File: config.mk
export PLATFORM = sky130hd
export DESIGN_NAME = commit_bus_arbiter
export DESIGN_NICKNAME = d
export VERILOG_FILES = /design/src/rtl/commit_pkg.sv /design/src/rtl/rr_arbiter.sv /design/src/rtl/commit_bus_arbiter.sv
export SDC_FILE = /design/constraint.sdc
export NUM_CORES = 1
export LEC_CHECK = 0
export CAP_MARGIN = 10
export CORE_AREA = 8 8 475 477
export CTS_CLUSTER_SIZE = 30
export DETAILED_ROUTE_END_ITERATION = 10
export DIE_AREA = 0 0 483 485
export PLACE_DENSITY = 0.34
export SYNTH_ARGS = -nofsm -noshare
export SYNTH_HDL_FRONTEND = slang
export SYNTH_SLANG_ARGS = --single-unit
File: constraint.sdc
create_clock -name Clock -period 5.3 [get_ports Clock]
set_input_delay 0.795 -clock Clock [delete_from_list [all_inputs] [get_ports Clock]]
set_output_delay 0.795 -clock Clock [all_outputs]
set_load 0.01 [all_outputs]
File: src/rtl/commit_pkg.sv
// commit_pkg: shared definitions for the commit bus.
//   - RSID width and the reserved "no producer / idle bus" RSID.
//   - Write-enable and instruction-ID widths.
//   - Commit packet layout {RSID, tag, ID, WE, destination, data} for the
//     default bus geometry, its total width, and pack/unpack helpers that the
//     reservation stations use when snooping the bus.
package commit_pkg;

    localparam int RSID_W = 4;
    localparam logic [RSID_W-1:0] RSID_NONE = '0;
    localparam int WE_W = 3;
    localparam int ID_W = 4;

    localparam int PKT_TAG_W  = 4;
    localparam int PKT_ADDR_W = 16;
    localparam int PKT_DATA_W = 96;
    localparam int COMMIT_PKT_W = RSID_W + PKT_TAG_W + ID_W + WE_W + PKT_ADDR_W + PKT_DATA_W;

    typedef struct packed {
        logic [RSID_W-1:0]     rsid;
        logic [PKT_TAG_W-1:0]  tag;
        logic [ID_W-1:0]       id;
        logic [WE_W-1:0]       we;
        logic [PKT_ADDR_W-1:0] dest;
        logic [PKT_DATA_W-1:0] data;
    } commit_pkt_t;

    function automatic logic [COMMIT_PKT_W-1:0] pack_commit(input commit_pkt_t p);
        return p;
    endfunction

    function automatic commit_pkt_t unpack_commit(input logic [COMMIT_PKT_W-1:0] v);
        return commit_pkt_t'(v);
    endfunction

endpackage

File: src/rtl/rr_arbiter.sv
// rr_arbiter: purely combinational round-robin picker.
//   req_i   : request vector
//   ptr_i   : index where the search starts (must be < N)
//   en_i    : 0 forces an all-zero grant
//   grant_o : one-hot grant (all-zero when nothing is granted)
//   idx_o   : encoded index of the granted bit (0 when nothing is granted)
module rr_arbiter #(
    parameter int N     = 8,
    parameter int IDX_W = (N > 1) ? $clog2(N) : 1
) (
    input  logic [N-1:0]     req_i,
    input  logic [IDX_W-1:0] ptr_i,
    input  logic             en_i,
    output logic [N-1:0]     grant_o,
    output logic [IDX_W-1:0] idx_o
);

    logic             found;
    logic [IDX_W-1:0] pos;

    // Walk the requests starting at ptr_i with wrap-around; the first hit wins.
    always_comb begin
        grant_o = '0;
        idx_o   = '0;
        found   = 1'b0;
        pos     = '0;
        for (int k = 0; k < N; k++) begin
            pos = IDX_W'((int'(ptr_i) + k) % N);
            if (en_i && !found && req_i[pos]) begin
                found        = 1'b1;
                grant_o[pos] = 1'b1;
                idx_o        = pos;
            end
        end
    end

endmodule

File: src/rtl/commit_bus_arbiter.sv
// commit_bus_arbiter: grants one reservation-station commit per cycle in
// round-robin order and drives the registered commit bus plus the
// register-file write port.
//   Clock / Reset        : single clock, asynchronous active-high reset
//   iCommitRequest       : per-station level request, held until granted
//   iId/iTag/iWE/
//   iDestination/iResult : per-station commit payload, flat, station i at slice i
//   iCommitHold          : blocks new grants in the same cycle
//   oCommitGranted       : combinational one-hot grant
//   oCommit*             : registered commit bus (RSID 0 when idle)
//   oRegWrite*           : register-file port, mirrors the commit bus
module commit_bus_arbiter
    import commit_pkg::*;
#(
    parameter int NUM_RS = 8,
    parameter int DATA_W = 96,
    parameter int ADDR_W = 16,
    parameter int TAG_W  = 4
) (
    input  logic                       Clock,
    input  logic                       Reset,
    input  logic [NUM_RS-1:0]          iCommitRequest,
    input  logic [NUM_RS*ID_W-1:0]     iId,
    input  logic [NUM_RS*TAG_W-1:0]    iTag,
    input  logic [NUM_RS*WE_W-1:0]     iWE,
    input  logic [NUM_RS*ADDR_W-1:0]   iDestination,
    input  logic [NUM_RS*DATA_W-1:0]   iResult,
    input  logic                       iCommitHold,
    output logic [NUM_RS-1:0]          oCommitGranted,
    output logic                       oCommitValid,
    output logic [RSID_W-1:0]          oCommitRsId,
    output logic [TAG_W-1:0]           oCommitTag,
    output logic [ID_W-1:0]            oCommitId,
    output logic [WE_W-1:0]            oCommitWE,
    output logic [ADDR_W-1:0]          oCommitDestination,
    output logic [DATA_W-1:0]          oCommitData,
    output logic                       oRegWrite,
    output logic [WE_W-1:0]            oRegWriteMask,
    output logic [ADDR_W-1:0]          oRegWriteAddress,
    output logic [DATA_W-1:0]          oRegWriteData
);

    localparam int IDX_W = (NUM_RS > 1) ? $clog2(NUM_RS) : 1;

    // Per-station views of the flat payload buses.
    logic [ID_W-1:0]   st_id   [NUM_RS];
    logic [TAG_W-1:0]  st_tag  [NUM_RS];
    logic [WE_W-1:0]   st_we   [NUM_RS];
    logic [ADDR_W-1:0] st_dest [NUM_RS];
    logic [DATA_W-1:0] st_data [NUM_RS];

    for (genvar gi = 0; gi < NUM_RS; gi++) begin : g_station
        assign st_id[gi]   = iId[gi*ID_W +: ID_W];
        assign st_tag[gi]  = iTag[gi*TAG_W +: TAG_W];
        assign st_we[gi]   = iWE[gi*WE_W +: WE_W];
        assign st_dest[gi] = iDestination[gi*ADDR_W +: ADDR_W];
        assign st_data[gi] = iResult[gi*DATA_W +: DATA_W];
    end

    logic [IDX_W-1:0]  rr_ptr_q, rr_ptr_d;
    logic              valid_q,  valid_d;
    logic [RSID_W-1:0] rsid_q,   rsid_d;
    logic [TAG_W-1:0]  tag_q,    tag_d;
    logic [ID_W-1:0]   id_q,     id_d;
    logic [WE_W-1:0]   we_q,     we_d;
    logic [ADDR_W-1:0] dest_q,   dest_d;
    logic [DATA_W-1:0] data_q,   data_d;

    logic [NUM_RS-1:0] grant;
    logic [IDX_W-1:0]  grant_idx;
    logic              any_grant;
    logic              arb_en;

    // Reset also suppresses the grant so no station sees a grant that the
    // bus register would then discard.
    assign arb_en = ~iCommitHold & ~Reset;

    rr_arbiter #(
        .N     (NUM_RS),
        .IDX_W (IDX_W)
    ) u_rr (
        .req_i   (iCommitRequest),
        .ptr_i   (rr_ptr_q),
        .en_i    (arb_en),
        .grant_o (grant),
        .idx_o   (grant_idx)
    );

    assign any_grant      = |grant;
    assign oCommitGranted = grant;

    always_comb begin
        rr_ptr_d = rr_ptr_q;
        valid_d  = 1'b0;
        rsid_d   = RSID_NONE;
        // Payload fields hold their last value on idle cycles.
        tag_d    = tag_q;
        id_d     = id_q;
        we_d     = we_q;
        dest_d   = dest_q;
        data_d   = data_q;
        if (any_grant) begin
            rr_ptr_d = (grant_idx == IDX_W'(NUM_RS - 1)) ? '0 : grant_idx + 1'b1;
            valid_d  = 1'b1;
            rsid_d   = RSID_W'(grant_idx) + RSID_W'(1);
            tag_d    = st_tag[grant_idx];
            id_d     = st_id[grant_idx];
            we_d     = st_we[grant_idx];
            dest_d   = st_dest[grant_idx];
            data_d   = st_data[grant_idx];
        end
    end

    always_ff @(posedge Clock or posedge Reset) begin
        if (Reset) begin
            rr_ptr_q <= '0;
            valid_q  <= 1'b0;
            rsid_q   <= RSID_NONE;
            tag_q    <= '0;
            id_q     <= '0;
            we_q     <= '0;
            dest_q   <= '0;
            data_q   <= '0;
        end else begin
            rr_ptr_q <= rr_ptr_d;
            valid_q  <= valid_d;
            rsid_q   <= rsid_d;
            tag_q    <= tag_d;
            id_q     <= id_d;
            we_q     <= we_d;
            dest_q   <= dest_d;
            data_q   <= data_d;
        end
    end

    assign oCommitValid       = valid_q;
    assign oCommitRsId        = rsid_q;
    assign oCommitTag         = tag_q;
    assign oCommitId          = id_q;
    assign oCommitWE          = we_q;
    assign oCommitDestination = dest_q;
    assign oCommitData        = data_q;

    // A WE=000 commit still goes on the bus for forwarding but never writes.
    assign oRegWrite        = valid_q & (|we_q);
    assign oRegWriteMask    = we_q;
    assign oRegWriteAddress = dest_q;
    assign oRegWriteData    = data_q;

endmodule

* After elaboration in Yosys (flattened, before gate mapping)
Index checks and enable logic that the tools add are counted.
Word-level totals: word-level logic and storage cells 152, flip-flop bits (word level) 131, bits of input ports 995, output and inout port bits 252
Operators by class: $lt $le $gt $ge 17, multiplexer cells 73, eq/ne operators 1, reductions and logical operators 32, bitwise logic cells 12, $add $sub $neg 9
Operators by type and width (number):
- $bmux 96 s3 | 1
- $mux 96 | 2
- $mux 8 | 8
- $or 8x8->8 | 7
- $bmux 16 s3 | 1
- $mux 3 | 11
- $lt 3x4->1 const B | 8
- $mux 16 | 2
- $bmux 1 s3 | 8
- $bmux 4 s3 | 2
- $demux 1 s3 | 8
- $ge 3x1->1 const B | 8
- $mux 1 | 24
- $logic_and 1x1->1 | 23
- $mux 4 | 5
- $add 3x3->3 const B | 4
- $bmux 3 s3 | 1
- $reduce_or 8->1 | 1
- $logic_not 1->1 | 7
- $add 3x1->3 const B | 2
- $add 3x2->3 const B | 2
- $add 3x1->4 const B | 1
- $ge 4x4->1 const B | 1
- $not 3->4 | 1
- 4 further kinds | 6

* Longest topological paths before layout
word-level depth 36, mapped depth 22, mapped depth without buffers 16

* Hierarchy
A second synthesis with hierarchy kept.
Second synthesis, totals: cell total of the unflattened synthesis 1004, area total of the unflattened synthesis 14966.9 µm²
Modules (own cells, without submodules):
- commit_bus_arbiter | times used 1, seq. area each 3278.1 µm², area each 13525.5 µm², cells an instance 837
- rr_arbiter | times used 1, seq. area each 0.0 µm², area each 1441.4 µm², cells an instance 167

* Worst setup path before layout
No wires, ideal clock.
kind register -> register, start register rr_ptr_q[0], end register rr_ptr_q[2], setup time 134 ps, cell stages (with the launch flop) 21, setup slack 553 ps, clock period less this slack 4747 ps, required time 5166 ps, path buffers 7, arrival 4613 ps, cells stage by stage dfrtp_1 > buf_4 > clkinv_1 > clkbuf_1 > ha_1 > buf_2 > buf_1 > mux4_2 > nor2_1 > nor2_2 > buf_4 > o21ai_0 > o31ai_1 > o31ai_1 > buf_2 > buf_1 > inv_1 > ha_1 > ha_1 > o21ai_0 > o21ai_0
Between the ends: cells in the longest elaborated chain, start to end 34, elaborated cells between the ends (all ways) 119, classes of those cells 8 x add/sub; 16 x order compare; 1 x eq/ne; 56 x mux; 7 x bitwise; 31 x reduce/logical
RTL lines:
- start, declared | RTL line commit_bus_arbiter.sv:60 | logic [IDX_W-1:0] rr_ptr_q, rr_ptr_d;
- start signal, assigned | RTL line commit_bus_arbiter.sv:125 | rr_ptr_q <= rr_ptr_d;
- parallel branches: the longest is 34 deep, another holds $add 3x1->3
Parallel ways; which one is timed is not known. The select of a mux whose other input is x is not followed. A chain may end at the register's enable or synchronous reset.

* Worst setup path in the final report
start input iCommitRequest[7], end register data_q[50], in the netlist oCommitData[50]
Between the ends: cells in the longest elaborated chain, start to end 36, elaborated cells between the ends (all ways) 73, classes of those cells 42 x mux; 8 x bitwise; 23 x reduce/logical
RTL lines:
- start, declared | RTL line commit_bus_arbiter.sv:22 | input logic [NUM_RS-1:0] iCommitRequest,
- $bmux 1 s3 | RTL line rr_arbiter.sv:29 | if (en_i && !found && req_i[pos]) begin
- $mux 1 (implied by the code) | RTL line rr_arbiter.sv:29
- $logic_and 1x1->1 | RTL line rr_arbiter.sv:29
- $mux 1 | RTL line rr_arbiter.sv:29
- $logic_not 1->1 | RTL line rr_arbiter.sv:29
- $logic_and 1x1->1 (2 in a row) | RTL line rr_arbiter.sv:29
- $mux 1 | RTL line rr_arbiter.sv:29
- $logic_not 1->1 | RTL line rr_arbiter.sv:29
- [... 16 more ...]
- $logic_and 1x1->1 (2 in a row) | RTL line rr_arbiter.sv:29
- $mux 1 | RTL line rr_arbiter.sv:29
- $logic_not 1->1 | RTL line rr_arbiter.sv:29
- $logic_and 1x1->1 (2 in a row) | RTL line rr_arbiter.sv:29
- $mux 3 | RTL line rr_arbiter.sv:29
- $not 3->4 (implied by the code) | RTL line commit_bus_arbiter.sv:110 | data_d = st_data[grant_idx];
- $bmux 96 s3 | RTL line commit_bus_arbiter.sv:110
- $mux 96 (implied by the code) (2 in a row) | RTL line commit_bus_arbiter.sv:110
- end signal, assigned | RTL line commit_bus_arbiter.sv:132 | data_q <= data_d;
- end, declared | RTL line commit_bus_arbiter.sv:67 | logic [DATA_W-1:0] data_q, data_d;
Several ways; a longest one is shown, not always the timed one. The select of a mux whose other input is x is not followed.

==> out/summary.txt <==
switching power: 10100 uW
clock tree from TritonCTS: yes
number of buffers added by the clock tree synthesis step: 17
combinational power share: 0.789
average wire length per cell after detail routing: 30.0 um
area of all placed cells without fillers: 33200 sq um
required time at the endpoint of the critical path: 5.70 ns
count of pins on the block boundary: 1247
share of power burned in registers: 0.138
synthesized netlist cell count: 1626
most frequent standard cell in the layout excluding fill and tap cells: sky130_fd_sc_hd__clkdlybuf4s50_1
post-synth top area share: 0.309
synth top area cells: sky130_fd_sc_hd__mux2i_1 (31%), sky130_fd_sc_hd__dfrtp_1 (20%), sky130_fd_sc_hd__mux2_2 (18%)
count of distinct cell types in the synthesized netlist: 65
clock-pin slew of the registers on the worst-case setup and hold paths: 0.09 ns
path type of the worst setup path: in2reg
Layout fillers: 24700
aggregate global-route resource usage: 0.139
number of nets in the layout: 3786
Yosys warnings: 0
count of maximum capacitance violations: 0
outcome: completed
Worst Clk Skew: 0.0263 ns
remaining global-route overflow: 0
Synth area leader: sky130_fd_sc_hd__mux2i_1
element type at the critical path end: flip-flop
number of enable-type register cells in the synthesized netlist: 0
area of the die: 234000 sq um
most used cells in the layout excluding fill and tap cells: sky130_fd_sc_hd__clkdlybuf4s50_1 (1244), sky130_fd_sc_hd__mux2i_1 (504), sky130_fd_sc_hd__mux2_2 (258)
clk_lat worst skew: 0.55 ns
number of antenna violations at the first check in global routing: 105
data arrival time at the worst-slack endpoint: 5.52 ns
final wirelength: 171000 um
GPL Wtd Cong: 0.844
tightest hold margin: 0.540 ns
internal power component: 9720 uW
Layout Area Growth over Synthesis: 103%
number of sinks driven by the clock tree: 131
final-report max-slew violation count: 0
final critical-path share of the clock period: 0.966
die height: 485 um
mean area per synthesized cell: 10.0 sq um
wire length of the first global-routing pass: 217000 um
master cell of the clock root buffer: sky130_fd_sc_hd__clkbuf_16
initial core utilization: 0.0749
Worst IR Drop VDD: 0.917 mV
pre-CTS setup slack: -0.248 ns
worst slew slack as a fraction of its limit: 0.394
switching fraction of total power: 0.510
minimum clock period: 5.12 ns
type of the tightest min-delay check: reg2reg
post-CTS setup buffer count: 0
Syn Nets: 2629
clock buffer depth: 2
register area share after synthesis: 0.201
flop and latch count out of synthesis: 131
hold buffer count at cts: 0
number of DRC markers in iteration 0: 823
vias per inst: 3.31
Synth Flop Type: sky130_fd_sc_hd__dfrtp_1
final total power: 19800 uW
count of endpoints failing hold in the final timing report: 0
Lkg Pwr: 0.0140 uW
count of nets left with antenna violations after detail routing: 0
HPWL reported at the end of detailed placement: 148000 um
Pre-Repair DR Iteration Count: 5
Post-synth ARST share: 1.00
Clk network pwr share: 0.073
proportion of layout cells with a drive suffix above 1: 0.187
number of H-tree levels: 4
setup repair after global routing missed its margin: false
via count: 18800
number of rows in the core area: 172
final setup fails: 0
highest net fanout along the worst path: 28
CP Launch Type: input pin
pin count of the biggest net entering global routing: 70
instance area at placement: 32500 sq um
minimum setup slack in the final design: 0.180 ns
areal power density over the cells: 598 nW/um^2
Max Clk Rate: 195 MHz
vias in the first global route: 20300
transition time of the tightest slew-check pin: 0.909 ns
post-synthesis instance area: 16300 sq um
core area: 218000 sq um
Post-route DRC: 0
count of port buffers added during placement: 1246
overall die width: 483 um
## layout make-up
cell class	count	area [sq um]	share of cell area
clock buffer	17	425	0.0128
antenna	17	42.5	0.00128
sequential	131	3280	0.0989
timing repair buffer	1403	14100	0.426
tap	2871	3590	0.108
inverter	10	45.0	0.00136
clock inverter	15	158	0.00475
multi-input combinational	1220	11500	0.346
## power groups by stage
stage	clock network (uW)	logic (uW)	registers (uW)
floorplan	0	8870	2170
global placement	0	16100	2890
detailed placement	0	16100	2870
CTS	1590	16200	2880
global route	1580	16800	2860
finish	1450	15700	2730
## worst paths after layout
| path | from | end | slack [ns] | cells after the start |
|---|---|---|---|---|
| max in group asynchronous | Reset | oCommitData[70]$_DFFE_PP0P_ | 3.42 | 4 |
| min | oCommitTag[2]$_DFFE_PP0P_ | oCommitTag[2]$_DFFE_PP0P_ | 0.54 | 2 |
| max reg2reg | rr_ptr_q[1]$_DFFE_PP0P_ | oCommitData[50]$_DFFE_PP0P_ | 0.23 | 14 |
| min in group asynchronous | Reset | oCommitData[40]$_DFFE_PP0P_ | 0.70 | 3 |
| max | iCommitRequest[7] | oCommitData[50]$_DFFE_PP0P_ | 0.18 | 14 |
| min reg2reg | oCommitTag[2]$_DFFE_PP0P_ | oCommitTag[2]$_DFFE_PP0P_ | 0.54 | 2 |
## cells by family after synthesis
kind of cell             count (synthesis)  share of synthesized area
XOR/XNOR                                 4                    0.00214
flip-flops                             131                      0.201
adder cells (fa/ha/maj)                  8                    0.00613
AND/OR/NAND/NOR                        241                     0.0754
buffers and inverters                  275                      0.101
AO/OA/AOI/OAI                          195                      0.115
multiplexers                           772                      0.500
## Yosys cell counts (all sizes together), types with 2 or more instances
| library cell | n |
|---|---|
| mux2i | 504 |
| mux2 | 258 |
| buf | 207 |
| nand3 | 134 |
| dfrtp | 131 |
| o221ai | 125 |
| clkbuf | 58 |
| nand2 | 33 |
| nor2 | 22 |
| o21ai | 14 |
| or3 | 11 |
| mux4 | 10 |
| a21oi | 9 |
| nor3 | 9 |
| o22ai | 9 |
| ha | 8 |
| inv | 8 |
| nor4 | 6 |
| a31oi | 5 |
| nand2b | 5 |
| and2 | 4 |
| nand4 | 4 |
| nor2b | 4 |
| o211ai | 4 |
| o311ai | 4 |
| a211oi | 3 |
| o32a | 3 |
| or2 | 3 |
| a21o | 2 |
| a32oi | 2 |
| and3 | 2 |
| clkinv | 2 |
| nand4b | 2 |
| o22a | 2 |
| o31ai | 2 |
| o32ai | 2 |
| xnor2 | 2 |
| xor2 | 2 |
## critical path, stage by stage
cell                              delay [ns]
sky130_fd_sc_hd__clkdlybuf4s50_1        0.53
sky130_fd_sc_hd__mux4_2                 0.62
sky130_fd_sc_hd__mux2i_1                0.42
sky130_fd_sc_hd__nand2b_1               0.14
sky130_fd_sc_hd__a2111oi_0              0.74
sky130_fd_sc_hd__nor3_1                 0.09
sky130_fd_sc_hd__o211ai_1               0.12
sky130_fd_sc_hd__and3_4                 0.36
sky130_fd_sc_hd__buf_12                 0.22
sky130_fd_sc_hd__buf_12                 0.25
sky130_fd_sc_hd__mux2i_1                0.63
sky130_fd_sc_hd__buf_4                  0.25
sky130_fd_sc_hd__mux2_2                 0.17
sky130_fd_sc_hd__o221ai_2               0.09
## stage by stage
| stage | TNS (ns) | std cells | util |
|---|---|---|---|
| global route | 0 | 5670 | 0.152 |
| finish | 0 | 5684 | 0.152 |
| detailed placement | -1.53 | 5635 | 0.149 |
| floorplan | 0 | 1626 | - |
| CTS | 0 | 5667 | 0.152 |
| global placement | -0.923 | 5635 | 0.149 |
## routing by layer
metal	global-route usage	part of all wire
met5	0	0.0021
met4	0.0179	0.010
met3	0.0481	0.081
met2	0.245	0.49
met1	0.167	0.42
## registers in the layout, summed over array words and instances, names as in the netlist
| signal | cells |
|---|---|
| oCommitData | 96 |
| oCommitDestination | 16 |
| oCommitId | 4 |
| oCommitRsId | 4 |
| oCommitTag | 4 |
| oCommitWE | 3 |
| rr_ptr_q | 3 |
| oCommitValid | 1 |
## repair_timing
action                                 4_1_cts  5_1_grt
setup endpoints to repair                    3        4
endpoints found under the hold margin        0        0
pin swaps                                    0        0
gates resized for setup                      2        4
Power figures use the tool's default switching activity.
